`src/rtl/i2c_bus_arbiter.sv`:
```
// i2c_bus_arbiter: round-robin owner arbiter for a shared I2C bus with four requesters.
//
// Ports
//   clk            rising-edge clock
//   reset          asynchronous active-high reset
//   req[3:0]       level request per requester, held high while wanting or owning the bus
//   rel[3:0]       one-cycle release pulse per requester (only the owner's bit matters)
//   gnt[3:0]       one-hot-or-zero grant, registered
//   owner[1:0]     index of the current or most recent grantee, registered
//   busy           high while in GRANT or GAP
//   timeout_pulse  one-cycle strobe when an owner is forced off
//   timeout_id     index of the requester most recently forced off
//
// Optional feature: define I2C_ARB_TIMEOUT_EN to build the grant-hold timeout with
// per-requester lockout. Without it a grant is held until released and the timeout
// outputs are tied to zero.
module i2c_bus_arbiter #(
    parameter int unsigned TIMEOUT_CYCLES = 50000,
    parameter int unsigned GAP_CYCLES     = 2
) (
    input  logic       clk,
    input  logic       reset,
    input  logic [3:0] req,
    input  logic [3:0] rel,
    output logic [3:0] gnt,
    output logic [1:0] owner,
    output logic       busy,
    output logic       timeout_pulse,
    output logic [1:0] timeout_id
);

    localparam int unsigned NREQ   = 4;
    localparam int unsigned GAP_W  = 8;
    localparam int unsigned HOLD_W = 16;

    // Elaboration-time parameter range checks
    if (TIMEOUT_CYCLES < 2 || TIMEOUT_CYCLES > 65535) begin : g_bad_timeout
        $error("i2c_bus_arbiter: TIMEOUT_CYCLES out of range 2..65535");
    end
    if (GAP_CYCLES < 1 || GAP_CYCLES > 255) begin : g_bad_gap
        $error("i2c_bus_arbiter: GAP_CYCLES out of range 1..255");
    end

    typedef enum logic [1:0] {
        ST_IDLE  = 2'd0,
        ST_GRANT = 2'd1,
        ST_GAP   = 2'd2
    } state_t;

    state_t             state_q, state_d;
    logic [NREQ-1:0]    gnt_q, gnt_d;
    logic [1:0]         owner_q, owner_d;
    logic               busy_q, busy_d;
    logic [GAP_W-1:0]   gap_cnt_q, gap_cnt_d;

    logic [NREQ-1:0]    eligible;
    logic               pick_valid;
    logic [1:0]         pick_idx;
    logic [1:0]         cand;
    logic               owner_rel;

`ifdef I2C_ARB_TIMEOUT_EN
    logic [HOLD_W-1:0]  hold_cnt_q, hold_cnt_d;
    logic [NREQ-1:0]    lockout_q, lockout_d;
    logic               tp_q, tp_d;
    logic [1:0]         tid_q, tid_d;

    assign eligible = req & ~lockout_q;
`else
    assign eligible = req;
`endif

    // Round-robin pick: first eligible index starting at owner+1; the owner itself is tried last
    always_comb begin
        pick_valid = 1'b0;
        pick_idx   = owner_q;
        cand       = owner_q;
        for (int k = 1; k <= NREQ; k++) begin
            cand = owner_q + 2'(k);
            if (!pick_valid && eligible[cand]) begin
                pick_valid = 1'b1;
                pick_idx   = cand;
            end
        end
    end

    assign owner_rel = rel[owner_q] | ~req[owner_q];

    // Next-state and registered-output computation
    always_comb begin
        state_d   = state_q;
        gnt_d     = gnt_q;
        owner_d   = owner_q;
        gap_cnt_d = gap_cnt_q;
`ifdef I2C_ARB_TIMEOUT_EN
        hold_cnt_d = hold_cnt_q;
        tp_d       = 1'b0;
        tid_d      = tid_q;
        // A lockout lasts until its requester drops req
        lockout_d  = lockout_q & req;
`endif

        case (state_q)
            ST_IDLE: begin
                if (pick_valid) begin
                    state_d = ST_GRANT;
                    gnt_d   = 4'b0001 << pick_idx;
                    owner_d = pick_idx;
`ifdef I2C_ARB_TIMEOUT_EN
                    hold_cnt_d = '0;
`endif
                end
            end

            ST_GRANT: begin
                if (owner_rel) begin
                    state_d   = ST_GAP;
                    gnt_d     = '0;
                    gap_cnt_d = '0;
`ifdef I2C_ARB_TIMEOUT_EN
                end else if (hold_cnt_q == HOLD_W'(TIMEOUT_CYCLES - 1)) begin
                    // Release takes priority over timeout, so this branch never lands with rel
                    state_d            = ST_GAP;
                    gnt_d              = '0;
                    gap_cnt_d          = '0;
                    tp_d               = 1'b1;
                    tid_d              = owner_q;
                    lockout_d[owner_q] = 1'b1;
                end else begin
                    hold_cnt_d = hold_cnt_q + HOLD_W'(1);
`endif
                end
            end

            ST_GAP: begin
                // Last gap cycle arbitrates directly so gnt is low exactly GAP_CYCLES cycles
                if (gap_cnt_q == GAP_W'(GAP_CYCLES - 1)) begin
                    if (pick_valid) begin
                        state_d = ST_GRANT;
                        gnt_d   = 4'b0001 << pick_idx;
                        owner_d = pick_idx;
`ifdef I2C_ARB_TIMEOUT_EN
                        hold_cnt_d = '0;
`endif
                    end else begin
                        state_d = ST_IDLE;
                    end
                end else begin
                    gap_cnt_d = gap_cnt_q + GAP_W'(1);
                end
            end

            default: begin
                state_d = ST_IDLE;
                gnt_d   = '0;
            end
        endcase

        busy_d = (state_d != ST_IDLE);
    end

    // State and output registers
    always_ff @(posedge clk or posedge reset) begin
        if (reset) begin
            state_q   <= ST_IDLE;
            gnt_q     <= '0;
            owner_q   <= 2'd3;
            busy_q    <= 1'b0;
            gap_cnt_q <= '0;
`ifdef I2C_ARB_TIMEOUT_EN
            hold_cnt_q <= '0;
            lockout_q  <= '0;
            tp_q       <= 1'b0;
            tid_q      <= 2'd0;
`endif
        end else begin
            state_q   <= state_d;
            gnt_q     <= gnt_d;
            owner_q   <= owner_d;
            busy_q    <= busy_d;
            gap_cnt_q <= gap_cnt_d;
`ifdef I2C_ARB_TIMEOUT_EN
            hold_cnt_q <= hold_cnt_d;
            lockout_q  <= lockout_d;
            tp_q       <= tp_d;
            tid_q      <= tid_d;
`endif
        end
    end

    assign gnt   = gnt_q;
    assign owner = owner_q;
    assign busy  = busy_q;

`ifdef I2C_ARB_TIMEOUT_EN
    assign timeout_pulse = tp_q;
    assign timeout_id    = tid_q;
`else
    assign timeout_pulse = 1'b0;
    assign timeout_id    = 2'd0;
`endif

endmodule

```
`config.mk`:
```
export PLATFORM = sky130hd
export DESIGN_NAME = i2c_bus_arbiter
export DESIGN_NICKNAME = d
export VERILOG_FILES = /design/src/rtl/i2c_bus_arbiter.sv
export SDC_FILE = /design/constraint.sdc
export NUM_CORES = 1
export LEC_CHECK = 0
export BUFFER_PORTS_ARGS = -buffer_cell sky130_fd_sc_hd__buf_2
export CAP_MARGIN = 20
export CORE_ASPECT_RATIO = 1.2
export CORE_MARGIN = 2
export CORE_UTILIZATION = 39
export DETAILED_ROUTE_END_ITERATION = 7
export PLACE_DENSITY_LB_ADDON = 0.2
export SYNTH_ARGS = -nofsm -noshare
export SYNTH_HDL_FRONTEND = slang
export SYNTH_SLANG_ARGS = --single-unit
export TNS_END_PERCENT = 20
```
`constraint.sdc`:
```
create_clock -name clk -period 2.4 [get_ports clk]
set_input_delay 0.36 -clock clk [delete_from_list [all_inputs] [get_ports clk]]
set_output_delay 0.36 -clock clk [all_outputs]
set_load 0.02 [all_outputs]
```
==> flow_metrics.py, run 1 <==
metrics = {
    "sta": {
        "fin_hold_ws_ns": 0.141,
        "max_freq_mhz": 539,
        "hold_viol": 0,
        "post-route-period-util_pct": 77.2,
        "rsz0062_at_grt": "no",
        "tightestPinTransition_ns": 0.626,
        "final.setup.worst_slack_ns": 0.546,
        "fin_crit_ns": 1.85,
        "fin_skew_ns": 0.00174,
        "setup_viol": 0,
        "tns_ns": 0,
        "slew_viol_final": 0,
        "slew_headroom_pct": 58.2,
    },
    "route": {
        "first_pass_iters": 4,
        "wl_per_cell_um": 12.0,
        "drc_errors": 0,
        "drt_iter0_drc": 8,
        "vias_per_cell": 5.10,
        "drt_wl_total_um": 1780,
        "postRouteAntennaNets": 0,
        "vias": 755,
    },
    "final_layout": {
        "final_cells": 148,
        "num_antenna_cells": 0,
        "layout-drive-gt1-share_pct": 27.8,
        "syn2layout_area_growth_pct": 12.8,
        "final_nets": 128,
    },
    "clock_tree": {
        "postCtsHoldBufs": 0,
        "cts_resized": 0,
        "cts_tree": "built",
        "cts.sinks": 17,
        "clkSlewWorstSetupHoldPaths_ns": 0.09,
        "cts_buffers": 3,
        "htreeDepth": 1,
        "cts_root_buf": "clkbuf_4",
        "cts_setup_buffers": 0,
        "clk_latency_ns": 0.28,
        "cts.path.max_buffers": 2,
    },
    "synthesis": {
        "synth_seq_cells": 17,
        "yosysTopAreaCell": "dfrtp_1",
        "syn_area_um2": 993,
        "synth_top_area_share_pct": 37.8,
        "ys.flop_type": "dfrtp_1",
        "seq_area_frac_synth_pct": 43.1,
        "avgSynthCellArea_um2": 10.2,
        "synth_edf_count": 0,
        "yosysUniqueCellTypes": 43,
        "async_flop_share_pct": 100,
        "yosys_warnings": 0,
        "synthCells": 97,
        "synth_area_leaders": "dfrtp_1 (38%), dfstp_2 (5.3%), xor2_1 (4.4%)",
    },
    "setup_path": {
        "path_cells": "inv_1 -> ha_1 -> or4b_4 -> o21a_1 -> nor3_2 -> o22ai_1",
        "cp.required_ns": 2.56,
        "crit_path_top_delay_cell": "or4b_4",
        "critPathMaxStageDelay_ns": 0.50,
        "critPathCaptureType": "flop",
        "crit_arrival_ns": 2.01,
        "start_kind": "flop",
        "r2r-start": "gap_cnt_q[1]$_DFFE_PP0P_",
        "path_class": "reg -> reg",
        "setup.worst_path.start": "gap_cnt_q[1]$_DFFE_PP0P_",
        "rr_worst_depth": 6,
        "critical_path.max_fanout": 4,
    },
    "placed_design": {
        "dp_slack_ns": 0.543,
        "portBuffers": 16,
        "gp_congestion": 0.760,
        "hpwl_um": 1420,
        "dpl.cell_count": 144,
    },
    "floorplan": {
        "die-area_um2": 2970,
        "die_h_um": 59.3,
        "fp-row-count": 20,
        "core_um2": 2480,
        "io_pins": 20,
        "floorplan.initialDensity_pct": 40.1,
        "chipWidth_um": 50.1,
    },
    "global_routing": {
        "grt_max_degree": 18,
        "grt_pass1_vias": 758,
        "grt_use_total_pct": 14.5,
        "antenna_found_initial": 0,
        "grt_pass1_wl_um": 3310,
        "overflow": 0,
    },
    "min_path": {
        "holdCritPathClass": "in -> async",
    },
    "run_status": {
        "outcome": "completed",
    },
    "power_and_ir_drop": {
        "ir_worst_vdd_uv": 507,
        "power_density_nw_per_um2": 1080,
        "cellLeakagePower_nw": 0.516,
    },
    "flow_run": {
        "cap_violations": 0,
    },
}
-- state kept, by name, summed over array words and instances, names as in the netlist --
signal / flops
gap_cnt_q: 8
gnt: 4
owner: 2
state_q: 2
busy: 1
-- cell usage in the layout, fill, tap and decap left out, types with 2 or more instances in the layout --
cell	instances
or3_1	2
dfstp_2	2
dfrtp_1	15
nand2b_1	4
nand3b_1	2
a21oi_1	2
conb_1	3
nand3_1	3
inv_1	6
mux2i_1	2
o21ai_2	2
nand2_1	3
buf_2	16
ha_1	2
xor2_1	5
clkbuf_4	3
o22ai_1	4
or4bb_1	2
nor2_1	8
nor3_1	2
o21ai_0	2
nand4_1	3
-- per-layer routing --
metal  vias up  GRT usage (%)  part of all wire, %
li1        381              -                    -
met1       358           18.0                   43
met2        14           25.0                   52
met3         2           1.52                  3.3
met4         0           7.14                  1.3
met5         -              0                    0
-- kinds of logic after synthesis --
| group | count (synthesis) | share of synthesized area (%) |
|---|---|---|
| buf+inv | 10 | 5.04 |
| flops | 17 | 43.1 |
| simple gates | 42 | 27.6 |
| compound gates | 17 | 13.5 |
| xor+xnor | 5 | 4.41 |
| mux | 3 | 3.53 |
| other cells | 1 | 0.377 |
| fa+ha+maj | 2 | 2.52 |
-- cells in the mapped netlist, types with 2 or more instances --
| library cell | n |
|---|---|
| inv_1 | 6 |
| nor3_1 | 2 |
| mux2i_1 | 2 |
| nor2_1 | 8 |
| nand4_1 | 3 |
| nand2_1 | 3 |
| dfstp_2 | 2 |
| nand3b_1 | 2 |
| o22ai_1 | 4 |
| ha_1 | 2 |
| dfrtp_1 | 15 |
| nand3_1 | 3 |
| o21ai_2 | 2 |
| o21ai_0 | 2 |
| nand2b_1 | 4 |
| xor2_1 | 5 |
| buf_4 | 3 |
| or4bb_1 | 2 |
| or3_1 | 2 |
| a21oi_1 | 2 |
-- power by group --
part	internal (mW)	switching, mW
clock	0.0645	0.0825
sequential	0.391	0.104
combinational	0.246	0.328
total	0.702	0.514
-- through the flow --
stage               total power [mW]  util (%)  instance area (um^2)
floorplan                      0.933         -                  1000
global placement                1.07      44.2                  1090
detailed placement              1.09      44.2                  1090
CTS                             1.24      45.3                  1120
global route                    1.33      45.3                  1120
finish                          1.22      45.3                  1120
-- worst max-delay path, delay by kind of cell (launching register included) --
kind | cells | cell delay [ns]
adder cells (fa/ha/maj) | 1 | 0.13
AND/OR/NAND/NOR | 2 | 0.76
buffers and inverters | 1 | 0.08
AO/OA/AOI/OAI | 2 | 0.34
flip-flops | 1 | 0.41
-- final cells by class --
class                           instances  area, um^2
Tap cell                               33        41.3
Timing Repair Buffer                   16        80.1
Fill cell                             244        1360
Multi-Input combinational cell         72         523
Clock buffer                            4        26.3
Inverter                                6        22.5
Sequential cell                        17         428
-- final timing paths --
kind | slack (ns) | to
worst min register to register | 0.54 | gap_cnt_q[0]$_DFFE_PP0P_
min in group clk | 0.54 | gap_cnt_q[0]$_DFFE_PP0P_
worst max register to register | 0.55 | gnt[3]$_DFFE_PP0P_
max in group asynchronous | 1.86 | gap_cnt_q[4]$_DFFE_PP0P_
worst max-delay path | 0.55 | gnt[3]$_DFFE_PP0P_
worst min-delay path | 0.14 | gnt[1]$_DFFE_PP0P_
(Power assumes the default switching activity.)
==> run 2, diff against run 1 <==
--- a/config.mk
+++ b/config.mk
@@ -5,6 +5,7 @@
 export SDC_FILE = /design/constraint.sdc
 export NUM_CORES = 1
 export LEC_CHECK = 0
+export ABC_AREA = 1
 export BUFFER_PORTS_ARGS = -buffer_cell sky130_fd_sc_hd__buf_2
 export CAP_MARGIN = 20
 export CORE_ASPECT_RATIO = 1.2
==> constraint.sdc (replaced) <==
create_clock -name clk -period 1.5 [get_ports clk]
set_input_delay 0.225 -clock clk [delete_from_list [all_inputs] [get_ports clk]]
set_output_delay 0.225 -clock clk [all_outputs]
set_load 0.02 [all_outputs]
==> flow_metrics.py, run 2 <==
metrics = {
    "global_routing": {
        "antenna_found_initial": 0,
        "grt_max_degree": 18,
        "overflow": 0,
        "grt_pass1_wl_um": 5380,
        "grt_use_total_pct": 18.7,
        "grt_pass1_vias": 1299,
    },
    "placed_design": {
        "portBuffers": 16,
        "hpwl_um": 2240,
        "dpl.cell_count": 246,
        "place_area_um2": 1560,
        "gp_congestion": 0.847,
    },
    "setup_path": {
        "regToRegSetupSlack_ns": -0.23,
        "critPathCaptureType": "flop",
        "crit_path_top_delay_cell": "dfstp_2",
        "critical_path.max_fanout": 5,
        "crit_arrival_ns": 1.96,
        "cp.required_ns": 1.73,
        "path_cells": "buf_6 -> buf_6 -> nand2_2 -> nand3_4 -> nand2_4 -> nor2_8 -> nand3_4 -> nand2_4 -> inv_4 -> o21a_1",
        "start_kind": "flop",
        "path_class": "reg -> reg",
        "critPathMaxStageDelay_ns": 0.62,
    },
    "floorplan": {
        "die-area_um2": 3640,
        "chipWidth_um": 55.4,
        "core_um2": 3060,
        "die_h_um": 65.7,
        "floorplan.initialDensity_pct": 40.5,
        "io_pins": 20,
        "fp-row-count": 22,
    },
    "route": {
        "postRouteAntennaNets": 0,
        "drt_wl_total_um": 3140,
        "drt_iter0_drc": 44,
        "drc_errors": 0,
        "wl_per_cell_um": 12.0,
        "vias": 1285,
        "first_pass_iters": 4,
        "vias_per_cell": 4.92,
    },
    "sta": {
        "rsz0062_at_grt": "yes",
        "fin_hold_ws_ns": 0.00397,
        "final.setup.worst_slack_ns": -0.234,
        "tns_ns": -2.76,
        "setup_viol": 18,
        "hold_viol": 0,
        "slew_headroom_pct": 55.7,
        "tightestPinTransition_ns": 0.664,
        "slew_viol_final": 0,
        "post-route-period-util_pct": 116,
        "max_freq_mhz": 577,
        "fin_crit_ns": 1.73,
        "fin_skew_ns": 0.00486,
    },
    "clock_tree": {
        "cts_tree": "built",
        "htreeDepth": 1,
        "clk_latency_ns": 0.29,
        "postCtsHoldBufs": 0,
        "cts.path.max_buffers": 2,
        "cts.sinks": 17,
        "cts_root_buf": "clkbuf_4",
        "clkSlewWorstSetupHoldPaths_ns": 0.10,
        "cts_buffers": 3,
    },
    "synthesis": {
        "yosysMostFrequentCell": "nand2_1",
        "yosys_warnings": 0,
        "syn_area_um2": 1240,
        "yosysTopAreaCell": "dfrtp_1",
        "async_flop_share_pct": 100,
        "yosysUniqueCellTypes": 28,
        "synth_top_area_share_pct": 30.3,
        "synth_area_leaders": "dfrtp_1 (30%), nand2_1 (15%), nand2_2 (6.1%)",
        "seq_area_frac_synth_pct": 34.5,
        "ys.flop_type": "dfrtp_1",
        "synthTopCellsByCount": "nand2_1 (50), inv_1 (19), dfrtp_1 (15), nand3_1 (13), nand2_2 (12)",
        "synthCells": 170,
        "synth_edf_count": 0,
        "synth_seq_cells": 17,
        "avgSynthCellArea_um2": 7.29,
    },
    "final_layout": {
        "fin_area_um2": 1800,
        "final_cells": 261,
        "layout-drive-gt1-share_pct": 46.2,
        "syn2layout_area_growth_pct": 45.4,
        "final_common_cell": "nand2_1",
        "largest_reg_flops": 8,
        "layout_common_cells": "nand2_1 (43), buf_4 (32), inv_1 (18)",
        "top_register": "gap_cnt_q",
        "final_nets": 238,
        "num_antenna_cells": 0,
    },
    "run_status": {
        "violations": "negative setup slack",
        "outcome": "complete, but fails checks",
    },
    "power_and_ir_drop": {
        "power_density_nw_per_um2": 2560,
        "ir_worst_vdd_uv": 1470,
        "cellLeakagePower_nw": 0.969,
    },
    "flow_run": {
        "cap_violations": 0,
    },
    "min_path": {
        "holdCritPathClass": "in -> async",
    },
}
run 2: layout make-up:
type	count	area, um^2
sequential	17	428
fill	294	1250
inverter	25	104
tap	36	45.0
multi-input combinational	125	802
clock buffer	3	22.5
clock inverter	1	5.00
timing repair buffer	54	394
run 2: worst max-delay path, delay by kind of cell (launching register included):
family,cells,cell delay [ns]
and+or+nand+nor,6,0.61
DFF,1,0.62
buffers and inverters,3,0.27
AOI/OAI and AO/OA,1,0.17
run 2: path summary, 6_finish.rpt:
path	startpoint	to	cells after the start
min in group clk	rel[0]	gap_cnt_q[2]$_DFFE_PP0P_	6
hold reg to reg	gnt[0]$_DFFE_PP0P_	gnt[0]$_DFFE_PP0P_	2
max in group asynchronous	reset	gap_cnt_q[2]$_DFFE_PP0P_	2
setup / recovery	owner[0]$_DFFE_PP1P_	owner[0]$_DFFE_PP1P_	10
hold / removal	reset	busy$_DFF_PP0_	2
setup reg to reg	owner[0]$_DFFE_PP1P_	owner[0]$_DFFE_PP1P_	10
run 2: routing by layer:
metal	up-vias	routed length, um	global-route usage (%)
li1	637	-	-
met1	613	1170	19.9
met2	26	1810	35.9
met3	9	80	2.36
met4	0	79	9.15
met5	-	0	0
run 2: what timing repair did:
| item | CTS | global route |
|---|---|---|
| resized for setup | 18 | 17 |
| pin swaps | 10 | 14 |
| setup buffers | 9 | 2 |
| setup endpoints to repair | 15 | 19 |
run 2: per-stage QoR:
stage                     total power [mW]  setup slack [ns]  utilization, %
after floorplan                       2.78            -0.151               -
after global placement                3.62            -0.177            50.9
after detailed placement              3.68            -0.199            50.9
after CTS                             4.32            -0.200            56.1
after global routing                  5.02            -0.326            58.9
final                                 4.61            -0.234            58.9
run 2: report_power, final:
part / switching (mW) / internal, mW
logic: 2.00 / 1.54
clock network: 0.150 / 0.0993
registers: 0.146 / 0.683
total: 2.30 / 2.32
run 2: kinds of logic after synthesis:
| kind of cell | Yosys count | synth area share, % |
|---|---|---|
| xor gates and xnor gates | 6 | 4.24 |
| and+or+nand+nor | 97 | 39.7 |
| buffers and inverters | 30 | 10.6 |
| AOI/OAI and AO/OA | 17 | 8.59 |
| adders and majority gates | 2 | 2.02 |
| DFF | 17 | 34.5 |
| other | 1 | 0.303 |
==> run 3, diff against run 2 <==
--- a/config.mk
+++ b/config.mk
@@ -5,7 +5,6 @@
 export SDC_FILE = /design/constraint.sdc
 export NUM_CORES = 1
 export LEC_CHECK = 0
-export ABC_AREA = 1
 export BUFFER_PORTS_ARGS = -buffer_cell sky130_fd_sc_hd__buf_2
 export CAP_MARGIN = 20
 export CORE_ASPECT_RATIO = 1.2
==> flow_metrics.py, run 3 (synthesis gave the netlist of run 1 again) <==
metrics = {
    "run_status": {
        "outcome": "complete, but fails checks",
        "violations": "negative setup slack",
    },
    "global_routing": {
        "grt_max_degree": 18,
        "antenna_found_initial": 0,
        "grt_pass1_vias": 922,
        "grt_pass1_wl_um": 3710,
        "grt_use_total_pct": 16.4,
        "overflow": 0,
    },
    "final_layout": {
        "largest_reg_flops": 8,
        "final_nets": 150,
        "final_cells": 170,
        "top_register": "gap_cnt_q",
        "layout-drive-gt1-share_pct": 42.3,
        "num_antenna_cells": 0,
        "layout_common_cells": "buf_4 (22), buf_2 (16), dfrtp_1 (15)",
        "final_common_cell": "buf_4",
        "fillers": 241,
        "postLayoutCoreUtil_pct": 53.1,
        "syn2layout_area_growth_pct": 32.4,
    },
    "flow_run": {
        "cap_violations": 0,
    },
    "clock_tree": {
        "cts_buffers": 3,
        "postCtsHoldBufs": 0,
        "clk_latency_ns": 0.29,
        "cts_tree": "built",
        "cts.sinks": 17,
        "cts.path.max_buffers": 2,
        "cts_root_buf": "clkbuf_4",
        "clkSlewWorstSetupHoldPaths_ns": 0.10,
        "htreeDepth": 1,
    },
    "min_path": {
        "holdCritPathClass": "in -> async",
    },
    "route": {
        "drt_wl_total_um": 2120,
        "wl_per_cell_um": 12.5,
        "postRouteAntennaNets": 0,
        "first_pass_iters": 4,
        "vias": 865,
        "drt_iter0_drc": 14,
        "vias_per_cell": 5.09,
        "drc_errors": 0,
    },
    "floorplan": {
        "die_h_um": 59.3,
        "die-area_um2": 2970,
        "io_pins": 20,
        "floorplan.initialDensity_pct": 40.1,
        "core_um2": 2480,
        "fp-row-count": 20,
        "chipWidth_um": 50.1,
    },
    "setup_path": {
        "critical_path.max_fanout": 4,
        "r2r_end": "owner[0]$_DFFE_PP1P_",
        "crit_arrival_ns": 1.97,
        "cp.required_ns": 1.73,
        "start_kind": "flop",
        "path_class": "reg -> reg",
        "critPathCaptureType": "flop",
        "regToRegSetupSlack_ns": -0.24,
        "r2r-start": "gap_cnt_q[1]$_DFFE_PP0P_",
        "rr_worst_depth": 6,
    },
    "sta": {
        "tightestPinTransition_ns": 0.651,
        "slew_viol_final": 0,
        "tns_ns": -2.32,
        "fin_skew_ns": 0.00768,
        "post-route-period-util_pct": 116,
        "hold_viol": 0,
        "final.setup.worst_slack_ns": -0.242,
        "fin_crit_ns": 1.74,
        "rsz0062_at_grt": "yes",
        "slew_headroom_pct": 56.6,
        "max_freq_mhz": 574,
        "setup_viol": 16,
        "fin_hold_ws_ns": 0.00371,
    },
    "placed_design": {
        "portBuffers": 16,
        "gp_congestion": 0.751,
        "hpwl_um": 1580,
        "dpl.cell_count": 162,
    },
    "power_and_ir_drop": {
        "cellLeakagePower_nw": 0.633,
        "power_density_nw_per_um2": 1720,
        "ir_worst_vdd_uv": 1030,
    },
}
[run 3: changes by cell type in the layout (fill, tap and decap cells not counted), moves of 4 or more]
cell	before	now
buf_4	32	22
buf_6	7	0
nand2_1	43	3
inv_1	18	5
nand3_1	11	3
nand2_2	12	1
nand2_4	10	0
nand2b_1	0	4
[run 3: metal layers]
layer	vias up	track usage, %	wire [um]
met5	-	0	0
met4	0	10.3	58
met3	6	1.52	46
met2	18	31.0	1180
met1	416	17.3	838
li1	425	-	-
[run 3: metrics by stage]
stage                     worst slack, ns  power [mW]  instance area (um^2)
after floorplan                    -0.161        1.51                  1010
after global placement             -0.226        1.90                  1230
after detailed placement           -0.243        1.91                  1230
after CTS                          -0.223        2.19                  1270
after global routing               -0.321        2.44                  1320
final                              -0.242        2.27                  1320
[run 3: worst max path at each step]
stage | startpoint | end | cells past startpoint
after global routing | gap_cnt_q[1]$_DFFE_PP0P_ | owner[0]$_DFFE_PP1P_ | 6
after floorplan | gap_cnt_q[1]$_DFFE_PP0P_ | owner[0]$_DFFE_PP1P_ | 6
after detailed placement | gap_cnt_q[1]$_DFFE_PP0P_ | gnt[1]$_DFFE_PP0P_ | 6
final | gap_cnt_q[1]$_DFFE_PP0P_ | owner[0]$_DFFE_PP1P_ | 6
after CTS | gap_cnt_q[1]$_DFFE_PP0P_ | owner[0]$_DFFE_PP1P_ | 6
after global placement | gap_cnt_q[1]$_DFFE_PP0P_ | gnt[1]$_DFFE_PP0P_ | 6
[run 3: worst max-delay path, stage by stage (launching register included)]
cell and delay [ns]:
dfrtp_1 0.40, inv_2 0.06, ha_1 0.12, or4b_4 0.51, o21ai_4 0.20, nand2_2 0.09
mux2_4 0.30
[run 3: power by group]
group	total (mW)	switching, mW	internal (mW)
clock network	0.248	0.145	0.103
logic	1.29	0.683	0.609
registers	0.726	0.101	0.625
total	2.27	0.929	1.34
[run 3: timing repair]
item / 4_1_cts / 5_1_grt
setup buffers: 1 / 3
pin swaps: 1 / 9
gates resized for setup: 2 / 7
endpoints found under the setup margin: 17 / 17
[run 3: area by class of cell]
type / instances / area [um^2] / area share, %
flip-flops and latches: 17 / 428 / 32.5
clock buffers: 4 / 26.3 / 2.00
well taps: 33 / 41.3 / 3.14
multi-input cells: 72 / 552 / 42.0
repair buffers: 38 / 245 / 18.6
inverters: 6 / 22.5 / 1.71
